==> src/rtl/countdown_timer.sv <==
`default_nettype none
// ============================================================================
// Module   : countdown_timer
// Brief    : MM:SS preset countdown with one-second prescaler and expiry pulse.
//            Optional feature macro: AUTO_RELOAD_EN (re-arm from stored preset).
// Revision : 1.0 - initial release
// ============================================================================
module countdown_timer #(
  parameter int TICK_DIV = 4
) (
  input  logic       clk,
  input  logic       rst_n,
  input  logic       load,
  input  logic [7:0] min_in,
  input  logic [5:0] sec_in,
  input  logic       start,
  input  logic       stop,
  input  logic       clr,
  output logic [7:0] minutes,
  output logic [5:0] seconds,
  output logic [1:0] status,
  output logic       expired
);

  localparam int PW = $clog2(TICK_DIV) + 1;

  localparam logic [1:0] S_IDLE    = 2'b00;
  localparam logic [1:0] S_PAUSED  = 2'b01;
  localparam logic [1:0] S_RUNNING = 2'b10;
  localparam logic [1:0] S_EXPIRED = 2'b11;

  localparam logic [PW-1:0] c_presc_last = PW'(TICK_DIV - 1);
  localparam logic [PW-1:0] c_presc_one  = PW'(1);
  localparam logic [5:0]    c_sec_max    = 6'd59;

  logic [1:0]    state_q, state_d;
  logic [7:0]    min_q, min_d;
  logic [5:0]    sec_q, sec_d;
  logic [PW-1:0] presc_q, presc_d;
  logic          expired_q, expired_d;

  logic [5:0]    w_sec_clamped;
  logic          w_count_nz;
  logic          w_final_tick;
  logic          w_load_acts;
  logic          w_reload_nz;
  logic [7:0]    w_reload_min;
  logic [5:0]    w_reload_sec;

  assign w_sec_clamped = (sec_in > c_sec_max) ? c_sec_max : sec_in;
  assign w_count_nz    = (min_q != 8'd0) || (sec_q != 6'd0);
  assign w_final_tick  = (min_q == 8'd0) && (sec_q == 6'd1);
  // load is simply ignored while running, so it must not mask stop/start there
  assign w_load_acts   = load && (state_q != S_RUNNING);

`ifdef AUTO_RELOAD_EN
  logic [7:0] reload_min_q, reload_min_d;
  logic [5:0] reload_sec_q, reload_sec_d;

  always_comb begin
    reload_min_d = reload_min_q;
    reload_sec_d = reload_sec_q;
    if (clr) begin
      reload_min_d = 8'd0;
      reload_sec_d = 6'd0;
    end else if (w_load_acts) begin
      reload_min_d = min_in;
      reload_sec_d = w_sec_clamped;
    end
  end

  always_ff @(posedge clk) begin
    if (!rst_n) begin
      reload_min_q <= 8'd0;
      reload_sec_q <= 6'd0;
    end else begin
      reload_min_q <= reload_min_d;
      reload_sec_q <= reload_sec_d;
    end
  end

  assign w_reload_nz  = (reload_min_q != 8'd0) || (reload_sec_q != 6'd0);
  assign w_reload_min = reload_min_q;
  assign w_reload_sec = reload_sec_q;
`else
  assign w_reload_nz  = 1'b0;
  assign w_reload_min = 8'd0;
  assign w_reload_sec = 6'd0;
`endif

  always_comb begin
    state_d   = state_q;
    min_d     = min_q;
    sec_d     = sec_q;
    presc_d   = presc_q;
    expired_d = 1'b0;

    if (clr) begin
      state_d = S_IDLE;
      min_d   = 8'd0;
      sec_d   = 6'd0;
      presc_d = '0;
    end else if (w_load_acts) begin
      state_d = S_IDLE;
      min_d   = min_in;
      sec_d   = w_sec_clamped;
      presc_d = '0;
    end else if (stop) begin
      // stop outranks any tick due this cycle; prescaler phase is frozen
      if (state_q == S_RUNNING) begin
        state_d = S_PAUSED;
      end
    end else if (start && (state_q != S_RUNNING)) begin
      if (w_count_nz) begin
        state_d = S_RUNNING;
      end
    end else if (state_q == S_RUNNING) begin
      if (presc_q == c_presc_last) begin
        presc_d = '0;
        if (w_final_tick) begin
          expired_d = 1'b1;
          if (w_reload_nz) begin
            min_d = w_reload_min;
            sec_d = w_reload_sec;
          end else begin
            min_d   = 8'd0;
            sec_d   = 6'd0;
            state_d = S_EXPIRED;
          end
        end else if (sec_q != 6'd0) begin
          sec_d = sec_q - 6'd1;
        end else begin
          min_d = min_q - 8'd1;
          sec_d = c_sec_max;
        end
      end else begin
        presc_d = presc_q + c_presc_one;
      end
    end
  end

  always_ff @(posedge clk) begin
    if (!rst_n) begin
      state_q   <= S_IDLE;
      min_q     <= 8'd0;
      sec_q     <= 6'd0;
      presc_q   <= '0;
      expired_q <= 1'b0;
    end else begin
      state_q   <= state_d;
      min_q     <= min_d;
      sec_q     <= sec_d;
      presc_q   <= presc_d;
      expired_q <= expired_d;
    end
  end

  assign minutes = min_q;
  assign seconds = sec_q;
  assign status  = state_q;
  assign expired = expired_q;

endmodule
`default_nettype wire
==> config.mk <==
export PLATFORM = sky130hd
export DESIGN_NAME = countdown_timer
export DESIGN_NICKNAME = d
export VERILOG_FILES = /design/src/rtl/countdown_timer.sv
export SDC_FILE = /design/constraint.sdc
export NUM_CORES = 1
export LEC_CHECK = 0
export CORE_MARGIN = 5
export CORE_UTILIZATION = 30
export DETAILED_ROUTE_END_ITERATION = 6
export DONT_BUFFER_PORTS = 1
export PLACE_DENSITY = 0.49
export SLEW_MARGIN = 10
export SYNTH_ARGS = -nofsm -noshare
export SYNTH_HDL_FRONTEND = slang
export SYNTH_SLANG_ARGS = --single-unit
==> constraint.sdc <==
create_clock -name clk -period 3 [get_ports clk]
set_clock_uncertainty 0.1 [all_clocks]
set_input_delay 0.3 -clock clk [delete_from_list [all_inputs] [get_ports clk]]
set_output_delay 0.3 -clock clk [all_outputs]
set_load 0.01 [all_outputs]
==> summary.txt, run 1 <==
Setup path
  • Critical Path Sink Type: flip-flop
  • Kind of cell adding the most delay to the critical path: simple AND/OR/NAND/NOR gates
  • Critical path data arrival time: between 2000 and 2500 ps
  • Worst EP required: slightly above 3000 ps
  • Crit-path most repeated cell: nor2_1
  • Worst path buffer plus inverter count: 1
  • CP startpoint: minutes[0]
  • CP Launch Type: flip-flop
  • CP max FO: 9
  • R2r setup slk: ~780 ps
  • Reg2Reg Capture Point: seconds[4]
  • Worst R2R Start: minutes[0]
  • CP peak stage delay: 470 ps
  • Critical Setup Path Class: reg2reg
  • Critical-path top delay cell: and4_1
  • R2r worst-path depth: 7
  • Crit path cell chain: inv_1, ha_1, nor3b_1, and4_1, nor2_1, a222oi_1, nor2_1

Floorplanning
  • Die height: roughly 76 µm
  • Rows: 24
  • Die Wd: 76.0 µm
  • Die Area: around 5800 µm²
  • Initial core utilization: 30.4%
  • I/O Pins: 37
  • Core box area: about 4300 µm²

Clocking
  • Hold buffer count at CTS: 0
  • Post-cts sizing count: 0
  • CTS clk-pin slew, worst paths: 80 ps
  • CTS Buf Count: 3
  • Post-CTS Setup Bufs: 0
  • Clock H-tree levels: 1
  • Later-pin clock latency in the skew report: between 200 and 300 ps
  • CTS tree: done
  • CTS root buffer: clkbuf_8
  • CTS sink cnt: 20
  • CTS max path bufs: 2

GRT
  • Vias in the first global route: 1168
  • Largest net degree at the start of global routing: 19
  • Total track usage: between 10% and 20%
  • Gr ovfl total: 0
  • First-pass GRT wire length: slightly below 6000 µm
  • Initial antenna violation count: 0

Routing
  • DRT antenna net count: 0
  • Pre-Repair DR Iteration Count: 4
  • Initial DRC count: 56
  • Routed wire length: 3540 µm
  • Via/cell ratio: 5.65
  • DRC viols: 0
  • Via count: 1221
  • Avg WL per Cell: 16.4 µm

STA
  • F_max: 450 MHz
  • Worst Tran Pin Value: 576 ps
  • Rel. slew slack: 61.6%
  • Hold Vio Cnt, Final: 0
  • Final setup fails: 0
  • PnR worst setup slack: 776 ps
  • Pins Over Slew Limit: 0
  • RSZ-0062 raised after global routing: false
  • Fin crit share: 74.1%
  • Period minus WS final: 2220 ps
  • Final setup TNS: 0 ps

Finish
  • Util after Layout: 32.4%
  • Commonest cells after routing, fill and taps aside: dfxtp_1, a21oi_1, nand2_1
  • Most common cell after layout, fill and taps aside: dfxtp_1
  • Fraction of layout cells with a size suffix above 1: 7.32%
  • Antenna Cells: 0
  • Final cell count without fillers: 216
  • Synth-to-Final Area Change: 6.62%
  • Layout Nets: 192

Place
  • Dpl hpwl: about 2700 µm
  • Routability congestion estimate: 0.821
  • # port buffers: 0
  • Placed insts: 213
  • Dpl ws: 808 ps

Pwr
  • P_leak: 0.467 nW
  • Pwr Total: around 620 µW
  • Worst VDD drop: around 0.14 mV
  • PD cells: about 450 nW/µm²

Hold path
  • Worst Hold Class: in2reg
  • Worst hold start: stop
  • Hold path depth: 1
  • WHS Endpoint: status[1]

Synthesis
  • FFs w/ async S/R, synth: 0%
  • Yosys reg bits: 20
  • Synth warn: 0
  • Post-Syn Area: 1310 µm²
  • Post-synthesis cell count: 164
  • EDFF count, synth: 0
  • Most common flop cell mapped by yosys: dfxtp_1
  • Post-synth net total: 190
  • Yosys cell types: 45
  • Seq/Total Area, Yosys: 30.7%
  • Avg Cell Area, Syn: 7.96 µm²

Flow run
  • Max Cap Violations: 0

Status
  • Status: finished, final reports clean
[cell usage after synthesis, drive strengths merged (2+ instances only)]
| cell | n | area, µm² |
|---|---|---|
| ha | 6 | 75.1 |
| inv | 7 | 26.3 |
| clkbuf | 2 | 7.51 |
| nand4 | 2 | 12.5 |
| dfxtp | 20 | 400 |
| nand3 | 6 | 30.0 |
| xnor2 | 4 | 35.0 |
| nor2 | 13 | 48.8 |
| buf | 3 | 27.5 |
| a22oi | 2 | 15.0 |
| a21oi | 19 | 95.1 |
| a21boi | 2 | 15.0 |
| nor2b | 4 | 25.0 |
| nand2 | 14 | 52.6 |
| nor3b | 4 | 30.0 |
| o211ai | 2 | 15.0 |
| nor3 | 11 | 60.1 |
| a31oi | 2 | 12.5 |
| a211oi | 2 | 20.0 |
| and4 | 2 | 17.5 |
| o21ai | 11 | 55.1 |
| o31a | 2 | 26.3 |
| nand2b | 4 | 25.0 |
| nor4 | 6 | 58.8 |
[cell families (layout without fill, tap and decap cells)]
logic type	count (synthesis)	in the layout	share of synthesized area, %
simple gates	71	71	30.3
compound gates	50	50	25.2
flops	20	20	30.7
buf+inv	12	12	4.70
fa+ha+maj	6	6	5.75
xor+xnor	5	5	3.36
[metal layers]
| layer | vias to the layer above | track usage [%] | part of all wire [%] | wire length (µm) |
|---|---|---|---|---|
| met4 | 0 | 4.63 | 1.5 | 54 |
| met3 | 5 | 3.91 | 7.1 | 250 |
| met2 | 37 | 20.5 | 50 | 1760 |
| met1 | 571 | 13.9 | 42 | 1480 |
| met5 | - | 0 | 0 | 0 |
| li1 | 608 | - | - | - |
[worst max path at each step]
stage	slack [ps]	end	cells after the start
floorplan	980	minutes[0]	8
global placement	890	minutes[0]	7
detailed placement	810	minutes[0]	7
CTS	780	seconds[4]	7
global route	670	minutes[5]	7
finish	780	seconds[4]	7
[layout make-up]
class | count | area (µm²)
clock buffer | 3 | 41.3
fill | 463 | 2900
inverter | 7 | 26.3
multi-input combinational | 132 | 843
sequential | 20 | 400
tap | 52 | 65.1
timing repair buffer | 2 | 15.0
[where the power goes]
group	internal, mW	leakage, nW	switching [mW]	total [mW]
combinational	0.0610	0.283	0.0810	0.142
sequential	0.276	0.163	0.0244	0.300
clock	0.0895	0.0216	0.0902	0.180
total	0.427	0.467	0.196	0.622
[registers in the layout, indices dropped and copies added (netlist names)]
name     count
presc_q      3
status       2
minutes      8
seconds      6
expired      1
[metrics by stage]
step / hold slack, ps / area [µm²]
after floorplan: 295 / 1310
after global placement: 300 / 1350
after detailed placement: 301 / 1350
after CTS: 18.7 / 1390
after global routing: 15.9 / 1390
final: 20.3 / 1390
Power figures use the tool's default switching activity.
==> run 2, diff against run 1 <==
Clock period 3 ns to 2.2 ns, I/O delays scaled along.
==> summary.txt, run 2 (synthesized netlist as in run 1, its figures left out) <==
Finish
  • Commonest cells after routing, fill and taps aside: dfxtp_1, a21oi_1, buf_4
  • Footprint of the multi-input gates: 845 µm²
  • Synth-to-Final Area Change: 16.0%
  • Final cell count without fillers: 231
  • Largest register FFs: 8
  • Fraction of layout cells with a size suffix above 1: 15.1%
  • Antenna Cells: 0
  • Most common cell after layout, fill and taps aside: dfxtp_1
  • Layout Nets: 206
  • Fillers: 463
  • Register area: ~400 µm²

STA
  • Pins Over Slew Limit: 0
  • Period minus WS final: 2000 ps
  • Hold Vio Cnt, Final: 0
  • Final setup TNS: 0 ps
  • Final setup fails: 0
  • RSZ-0062 raised after global routing: false
  • Worst Tran Pin Value: 593 ps
  • Fin crit share: between 90% and 100%
  • Rel. slew slack: 60.3%
  • F_max: approximately 500 MHz

Floorplanning
  • Die Area: 5770 µm²
  • Core box area: 4290 µm²
  • Initial core utilization: 30.4%
  • Die Wd: 76.0 µm
  • I/O Pins: 37
  • Die height: between 70 and 80 µm
  • Rows: 24

Setup path
  • Critical path data arrival time: 2100 ps
  • CP Launch Type: flip-flop
  • Critical Setup Path Class: reg2reg
  • CP max FO: 9
  • Worst EP required: 2300 ps
  • R2r worst-path depth: 7
  • Critical Path Sink Type: flip-flop

Place
  • Placed insts: 226
  • Dpl hpwl: 3050 µm
  • # port buffers: 0
  • Routability congestion estimate: 0.894

Clocking
  • CTS clk-pin slew, worst paths: 80 ps
  • CTS root buffer: clkbuf_8
  • CTS tree: done
  • Post-CTS Setup Bufs: 0
  • Clock H-tree levels: 1
  • Later-pin clock latency in the skew report: approximately 270 ps
  • CTS max path bufs: 2
  • CTS sink cnt: 20
  • CTS Buf Count: 3

GRT
  • Total track usage: 13.3%
  • Gr ovfl total: 0
  • Initial antenna violation count: 0
  • Vias in the first global route: between 1000 and 1500
  • First-pass GRT wire length: 6230 µm
  • Largest net degree at the start of global routing: 12

Pwr
  • Worst VDD drop: 0.223 mV
  • PD cells: 613 nW/µm²
  • P_leak: 0.545 nW

Hold path
  • Hold path depth: 2
  • Worst Hold Class: in2reg

Status
  • Status: finished, final reports clean

Routing
  • Pre-Repair DR Iteration Count: 4
  • Via/cell ratio: 5.57
  • Avg WL per Cell: 16.8 µm
  • Initial DRC count: 78
  • Via count: 1286
  • DRT antenna net count: 0
  • Routed wire length: 3890 µm
  • DRC viols: 0

Flow run
  • Max Cap Violations: 0
==> run 2: cell count changes in the layout (fill, tap and decap cells not counted), sizes merged <==
cell         change
dlygate4sd3      +1
clkbuf           +1
buf             +13
==> run 2: worst paths after layout <==
kind              startpoint          to  slack, ps
setup / recovery  minutes[0]  minutes[5]        200
hold / removal     sec_in[4]  seconds[4]         40
setup reg to reg  minutes[0]  minutes[5]        200
hold reg to reg   presc_q[2]  presc_q[2]        340
==> run 2: critical path: stages, from the launching register on <==
cell and delay [ps]:
dfxtp_1 340, inv_1 60, ha_1 210, nor3b_1 160, and4_2 310, nor3_1 420
a21oi_1 140, nor3_2 190
==> run 2: where the power goes <==
group / switching, mW / internal, mW / total [mW]
Combinational: 0.132 / 0.101 / 0.233
Clock: 0.139 / 0.160 / 0.299
Sequential: 0.0200 / 0.376 / 0.396
Total: 0.290 / 0.637 / 0.928
==> run 2: through the flow <==
stage          util, %  power, mW  worst slack [ps]  hold slack [ps]  area, µm²
6_report          35.3      0.928               197             36.7       1510
5_1_grt           35.3      0.981              28.2             49.6       1510
4_1_cts           35.2      0.935               127             41.7       1510
3_5_place_dp      33.7      0.635               147              233       1450
3_3_place_gp      33.7      0.631               187              218       1450
2_1_floorplan        -      0.569               179              215       1310
==> run 2: timing repair <==
action / 4_1_cts / 5_1_grt
setup endpoints to repair: 0 / 2
hold endpoints to repair: 1 / 0
hold buffers: 1 / 0
resized for setup: 0 / 1
==> run 2: layout make-up <==
cell class / count / share of cell area, %
inverter: 7 / 1.74
sequential: 20 / 26.4
tap: 52 / 4.30
timing repair buffer: 16 / 8.10
clock buffer: 4 / 3.64
multi-input combinational: 132 / 55.8
==> run 2: layer usage <==
metal  GRT usage (%)  wire (µm)
met1            15.0       1570
met4            6.58         76
met5               0          0
met3            3.79        268
met2            22.7       1970
